===== src/rtl/dmem_access_ctrl.sv =====
// rtl/dmem_access_ctrl.sv - M-stage data-memory controller arbitrating core and DMA onto one memory port.
// Optional wait-state timeout with sticky err is compiled in with DMEM_TIMEOUT_EN.
module dmem_access_ctrl #(
  parameter int XLEN     = 32,
  parameter int MAX_WAIT = 15
) (
  input  logic            clk,
  input  logic            rst,
  input  logic            core_req,
  input  logic            core_we,
  input  logic [2:0]      core_funct3,
  input  logic [XLEN-1:0] core_addr,
  input  logic [XLEN-1:0] core_wdata,
  output logic [XLEN-1:0] core_rdata,
  output logic            core_stall,
  input  logic            dma_req,
  input  logic            dma_we,
  input  logic [3:0]      dma_be,
  input  logic [XLEN-1:0] dma_addr,
  input  logic [XLEN-1:0] dma_wdata,
  output logic [XLEN-1:0] dma_rdata,
  output logic            dma_done,
  output logic            mem_en,
  output logic [3:0]      mem_we,
  output logic [XLEN-1:0] mem_addr,
  output logic [XLEN-1:0] mem_wdata,
  input  logic [XLEN-1:0] mem_rdata,
  input  logic            mem_ready,
  output logic            err
);

  typedef enum logic [1:0] {IDLE, BUSY_CORE, BUSY_DMA} state_t;

  state_t     state;
  logic       dmaPrio;
  logic [2:0] funct3Q;
  logic [1:0] laneQ;
  logic       timeout;

  logic            isHalf, isWord, misaligned, coreOk;
  logic            grantCore, grantDma, busyDone;
  logic [3:0]      storeWe;
  logic [XLEN-1:0] storeData, loadData;
  logic [7:0]      rdByte;
  logic [15:0]     rdHalf;

  assign isHalf     = (core_funct3 == 3'b001) || (!core_we && core_funct3 == 3'b101);
  assign isWord     = (core_funct3 == 3'b010);
  assign misaligned = core_req && ((isHalf && core_addr[0]) || (isWord && core_addr[1:0] != 2'b00));
  assign coreOk     = core_req && !misaligned;

  // Priority bit only moves on contention; from reset the core wins the first tie.
  assign grantCore = (state == IDLE) && coreOk && (!dma_req || !dmaPrio);
  assign grantDma  = (state == IDLE) && dma_req && (!coreOk || dmaPrio);

`ifdef DMEM_TIMEOUT_EN
  logic [3:0] waitCnt;
  logic       errQ;
  assign timeout = (state != IDLE) && !mem_ready && (waitCnt == 4'(MAX_WAIT - 1));
  assign err     = errQ;

  always_ff @(posedge clk or posedge rst) begin
    if (rst) begin
      waitCnt <= '0;
      errQ    <= 1'b0;
    end else begin
      if (state == IDLE)
        waitCnt <= '0;
      else if (!mem_ready)
        waitCnt <= waitCnt + 4'd1;
      if (timeout)
        errQ <= 1'b1;
    end
  end
`else
  assign timeout = 1'b0;
  assign err     = 1'b0;
`endif

  assign busyDone = (state != IDLE) && (mem_ready || timeout);
  assign mem_en   = (state != IDLE);

  always_comb begin
    storeWe   = 4'b0000;
    storeData = core_wdata;
    case (core_funct3)
      3'b000: begin storeWe = 4'b0001 << core_addr[1:0]; storeData = {(XLEN/8){core_wdata[7:0]}}; end
      3'b001: begin storeWe = 4'b0011 << core_addr[1:0]; storeData = {(XLEN/16){core_wdata[15:0]}}; end
      3'b010: storeWe = 4'b1111;
      default: storeWe = 4'b0000;
    endcase
  end

  always_comb begin
    rdByte = mem_rdata[{laneQ, 3'b000} +: 8];
    rdHalf = mem_rdata[{laneQ[1], 4'b0000} +: 16];
    case (funct3Q)
      3'b000:  loadData = {{(XLEN-8){rdByte[7]}}, rdByte};
      3'b100:  loadData = {{(XLEN-8){1'b0}}, rdByte};
      3'b001:  loadData = {{(XLEN-16){rdHalf[15]}}, rdHalf};
      3'b101:  loadData = {{(XLEN-16){1'b0}}, rdHalf};
      3'b010:  loadData = mem_rdata;
      default: loadData = '0;
    endcase
  end

  assign core_rdata = (state == BUSY_CORE && mem_ready) ? loadData : '0;
  assign core_stall = core_req && !(state == BUSY_CORE && busyDone) && !misaligned;
  assign dma_done   = (state == BUSY_DMA) && busyDone;
  assign dma_rdata  = (state == BUSY_DMA && mem_ready) ? mem_rdata : '0;

  always_ff @(posedge clk or posedge rst) begin
    if (rst) begin
      state     <= IDLE;
      dmaPrio   <= 1'b0;
      funct3Q   <= 3'b000;
      laneQ     <= 2'b00;
      mem_we    <= 4'b0000;
      mem_addr  <= '0;
      mem_wdata <= '0;
    end else begin
      case (state)
        IDLE: begin
          if (grantCore) begin
            state     <= BUSY_CORE;
            funct3Q   <= core_funct3;
            laneQ     <= core_addr[1:0];
            mem_we    <= core_we ? storeWe : 4'b0000;
            mem_addr  <= {core_addr[XLEN-1:2], 2'b00};
            mem_wdata <= storeData;
            if (dma_req)
              dmaPrio <= 1'b1;
          end else if (grantDma) begin
            state     <= BUSY_DMA;
            mem_we    <= dma_we ? dma_be : 4'b0000;
            mem_addr  <= {dma_addr[XLEN-1:2], 2'b00};
            mem_wdata <= dma_wdata;
            if (coreOk)
              dmaPrio <= 1'b0;
          end
        end
        default: begin
          if (busyDone) begin
            state     <= IDLE;
            mem_we    <= 4'b0000;
            mem_addr  <= '0;
            mem_wdata <= '0;
          end
        end
      endcase
    end
  end

endmodule


===== config.mk =====
export PLATFORM = sky130hd
export DESIGN_NAME = dmem_access_ctrl
export DESIGN_NICKNAME = d
export VERILOG_FILES = /design/src/rtl/dmem_access_ctrl.sv
export SDC_FILE = /design/constraint.sdc
export NUM_CORES = 1
export LEC_CHECK = 0
export BUFFER_PORTS_ARGS = -buffer_cell sky130_fd_sc_hd__buf_2
export CAP_MARGIN = 20
export CORE_AREA = 3 3 119 121
export CTS_CLUSTER_DIAMETER = 30
export DETAILED_ROUTE_END_ITERATION = 10
export DIE_AREA = 0 0 122 124
export GPL_TIMING_DRIVEN = 0
export PLACE_DENSITY = 0.67
export SKIP_LAST_GASP = 1
export SYNTH_ARGS = -nofsm -noshare
export SYNTH_HDL_FRONTEND = slang
export SYNTH_SLANG_ARGS = --single-unit

===== constraint.sdc =====
create_clock -name clk -period 2.96 [get_ports clk]
set_input_delay 0.148 -clock clk [delete_from_list [all_inputs] [get_ports clk]]
set_output_delay 0.148 -clock clk [all_outputs]
set_load 0.03 [all_outputs]

# == After elaboration in Yosys (flattened, before gate mapping) ==
# Cells that the tools add are included.
# totals
ff_bits,76
output_inout_bits,136
# classes
muxes,26
n_eq_ne,11
shift,4
n_reduce_logical,37
# ops
operator,n
two-way mux 32 bit,9
case mux 32 bit (5 select lines),1
case mux 32 bit (2 select lines),1
variable part select 32 x 6 -> 16 bit,1
variable part select 32 x 6 -> 8 bit,1
two-way mux 4 bit,6
logical AND 1 bit,16
case mux 4 bit (3 select lines),1
nonzero test 2 bit,5
== test 3 bit (second input constant),3
two-way mux 2 bit,4
== test 3 x 1 -> 1 bit (second input constant),2
== test 3 x 2 -> 1 bit (second input constant),2
zero test 1 bit,6
zero test 3 bit,2
logical OR 1 bit,4
two-way mux 1 bit,4
AND reduction 2 bit,2
AND reduction 4 bit,1
left shift 1 x 2 -> 4 bit (first input constant),1
left shift 2 x 2 -> 4 bit (first input constant),1
inequality test 3 bit (second input constant),1
== test 2 x 1 -> 1 bit (second input constant),1
== test 2 bit (second input constant),1
other kinds (2),2

# == Depth between registers and ports, before layout ==
# logic_depth
depth_word,14
ltp_mapped,9
ltp_nobuf,5

# == Worst setup path after synthesis ==
# OpenSTA, ideal clock, no wires.
# synth_timing
path_type,register -> output
start,register laneQ[1]
end,output core_rdata[21]
t_arrival_ps,1810
path_stages_with_launch,7
n_path_buf,2
slack_ps,1002
path_cell_list,dfrtp_1 buf_2 mux2i_1 or2_2 a21o_1 clkbuf_1 a21oi_1
# synth_between
elab_chain_len,3
elab_cells_between_ends,4
cone_classes,shift (2); mux (2)
# synth_rtl
item,line_no,source
from (decl),37,logic [1:0] laneQ;
from (signal assigned),127,laneQ <= core_addr[1:0];
variable part select 32 x 6 -> 16 bit or variable part select 32 x 6 -> 8 bit (tied branches),"96, 95",
case mux 32 bit (5 select lines) (*),97,case (funct3Q)
two-way mux 32 bit (*),107,assign core_rdata = (state == BUSY_CORE && mem_ready) ? loadData : '0;
to (decl),14,"output logic [XLEN-1:0] core_rdata,"
# Mark *: on every way between the ends. The rest lies on a longest branch, timed or not.

# == Worst setup path after layout ==
# layout_timing
start,register laneQ[0]
end,output core_rdata[21]
# layout_between
elab_chain_len,3
# layout_rtl
item,line_no,source
variable part select 32 x 6 -> 8 bit,95,"rdByte = mem_rdata[{laneQ, 3'b000} +: 8];"
case mux 32 bit (5 select lines),97,
two-way mux 32 bit,107,
# Every way passes these cells.

==> results.py <==
metrics = {
    "yosys": {
        "synth_area_sq_um": 4830,
        "yosysMostFrequentCell": "dfrtp_1",
        "ys_async_sr_fraction_pct": 100,
        "synth_edf_count": 0,
        "yosys_warnings": 0,
        "synth_top_area_cell": "dfrtp_1",
        "synth_cell_types": 46,
        "syn_area_per_cell_sq_um": 10.1,
        "ys_seq_area_share_pct": 38.3,
        "synth_seq_cells": 74,
        "synthTopCellsByArea": "dfrtp_1 (38%), mux2i_1 (13%), o2bb2ai_1 (8.7%)",
        "synth_top_cell_area_share_pct": 38.3,
        "synth-main-ff-cell": "dfrtp_1",
        "netlist_top_cells_count": "dfrtp_1 (74), mux2i_1 (61), o2bb2ai_1 (48)",
        "syn_inst": 479,
    },
    "detailed_routing": {
        "detail-route-antenna-nets": 0,
        "viasPerCell": 5.33,
        "wl_per_cell_um": 19.9,
        "dr.pass1.iters": 5,
        "wl_um": 19400,
        "vias": 5212,
        "drt_iter0_drc": 381,
        "drc_errors": 0,
    },
    "floorplan": {
        "die_x_um": 122,
        "die_height_um": 124,
        "fp.dieArea_sq_um": 15100,
        "io_pins": 310,
        "core_sq_um": 13200,
        "initial_core_util_pct": 36.6,
        "std_cell_rows": 42,
    },
    "worst_setup_path": {
        "critical_path.cell_chain": "mux4_2, nand2_1, a21o_1, clkbuf_1, a21oi_1, buf_2",
        "arrival_ns": 2.42,
        "critPathKind": "flop to output port",
        "worstPathMaxFanout": 10,
        "end_kind": "output port",
        "cp.required_ns": 2.81,
        "start_kind": "flop",
        "crit_slowest_cell": "mux4_2",
        "critPathMaxStageDelay_ns": 0.52,
    },
    "power": {
        "irDropWorstVdd_v": 0.000509,
        "p_leak_uw": 0.00376,
        "p_per_area_nw_per_um2": 965,
    },
    "finish": {
        "areaGrowthSynthToFinish_pct": 43.3,
        "nets": 970,
        "num_antenna_cells": 0,
        "finalCoreUtilization_pct": 52.5,
        "final_area_sq_um": 6920,
        "final_layout_size_suffix_gt1_share_pct": 47.6,
    },
    "global_routing": {
        "gr-total-overflow": 0,
        "grt_use_total_pct": 24.5,
        "antenna_found_initial": 1,
        "grt_pass1_vias": 5245,
        "grt_max_degree": 65,
        "grt_pass1_wl_um": 28800,
    },
    "clock_network": {
        "ctsHoldBuffers": 1,
        "path_clk_slew_ns": 0.06,
        "cts-resized-gates": 0,
        "cts_buffer_depth": 2,
        "clock-root-buffer": "clkbuf_16",
        "cts_setup_buffers": 0,
        "cts_buffers": 9,
        "cts_sinks": 74,
        "cts_tree": "yes",
        "h-tree-depth": 3,
        "insertion_delay_ns": 0.34,
    },
    "sta": {
        "finalClockSkew_ns": 0.0116,
        "timing.final.crit_share_pct": 86.6,
        "hold_slack_ns": 0.0418,
        "final-setup-viol-count": 0,
        "period_needed_ns": 2.56,
        "hold_violations": 0,
        "worstMarginPinSlew_ns": 0.734,
        "rsz0062_at_grt": "no",
        "setup_ws_ns": 0.396,
        "slew_violations": 0,
        "slew_headroom_pct": 51.1,
        "fmax_ghz": 0.390,
    },
    "place": {
        "gp_congestion": 0.875,
        "pre_cts_slack_ns": 0.803,
        "place_area_sq_um": 6600,
        "place_hpwl_um": 15400,
        "numPortBuffers": 302,
    },
    "hold_path": {
        "hold_path.class": "input port to flop",
    },
    "status": {
        "status": "finished clean",
    },
    "flow_run": {
        "maxCapViolCount": 0,
    },
}
[layout by cell type, fill, tap and decap left out, types with 7 or more instances in the layout]
cell type / n
a211oi_1: 8
a21oi_1: 34
a221o_1: 18
a22oi_1: 8
and2_1: 35
buf_2: 318
buf_4: 7
clkbuf_1: 13
clkbuf_16: 9
dfrtp_1: 74
inv_1: 8
mux2_2: 17
mux2i_1: 61
nand2_1: 38
nor2_1: 30
o21ai_0: 10
o2bb2ai_1: 48
[worst max-delay path, delay by kind of cell, from the launching register on]
kind                   cells  cell delay (ns)
AO/OA/AOI/OAI              2             0.44
buffers and inverters      2             0.61
flip-flops                 1             0.40
multiplexers               1             0.52
AND/OR/NAND/NOR            1             0.10
[layout make-up]
type | instances | area (sq um)
multi-input cells | 354 | 2650
fillers | 1232 | 6270
clock buffers | 11 | 253
flip-flops and latches | 74 | 1850
repair buffers | 304 | 1550
plain buffers | 44 | 307
clock inverters | 5 | 60.1
inverters | 9 | 36.3
well taps | 176 | 220
[cell families after synthesis]
family	share of synthesized area [%]
compound gates	23.9
simple gates	12.8
mux	17.7
flops	38.3
buf+inv	7.04
xor+xnor	0.181
other cells	0.0776
[metal layers]
layer  wire (um)  vias up  track usage, %
met2        9870      287            42.8
met3        1600       34            5.63
met5          18        -               0
met4         392        2            8.19
li1            -     2406               -
met1        7540     2483            30.0
[path summary, 6_finish.rpt]
check / from / end / slack [ns] / cells after the start
min in group asynchronous: rst / mem_addr[14]$_DFFE_PP0P_ / 0.26 / 3
max reg2reg: state[1]$_DFFE_PP0P_ / mem_wdata[26]$_DFFE_PP0P_ / 1.08 / 7
max in group asynchronous: rst / state[0]$_DFFE_PP0P_ / 2.12 / 4
max: laneQ[0]$_DFFE_PP0P_ / core_rdata[21] / 0.40 / 6
min reg2reg: mem_wdata[8]$_DFFE_PP0P_ / mem_wdata[8]$_DFFE_PP0P_ / 0.49 / 1
min: dma_wdata[25] / mem_wdata[25]$_DFFE_PP0P_ / 0.04 / 2
[stage by stage]
| stage | instances | setup TNS (ns) | total power, uW |
|---|---|---|---|
| after floorplan | 481 | 0 | 4340 |
| after global placement | 959 | -0.0583 | 5430 |
| after detailed placement | 960 | 0 | 5520 |
| after CTS | 977 | 0 | 6710 |
| after global routing | 977 | 0 | 7060 |
| final | 977 | 0 | 6680 |
[sequential cells by signal, indices dropped and copies added (netlist names)]
name       count
mem_we         4
funct3Q        3
mem_addr      30
laneQ          2
dmaPrio        1
mem_wdata     32
state          2
[power by group]
| group | total [uW] | leakage [uW] | internal [uW] | switching, uW |
|---|---|---|---|---|
| Clock | 1160 | 0.000153 | 704 | 457 |
| Combinational | 3820 | 0.00265 | 1320 | 2500 |
| Sequential | 1700 | 0.000953 | 1430 | 267 |
| Total | 6680 | 0.00376 | 3450 | 3230 |
(Power assumes the default switching activity.)
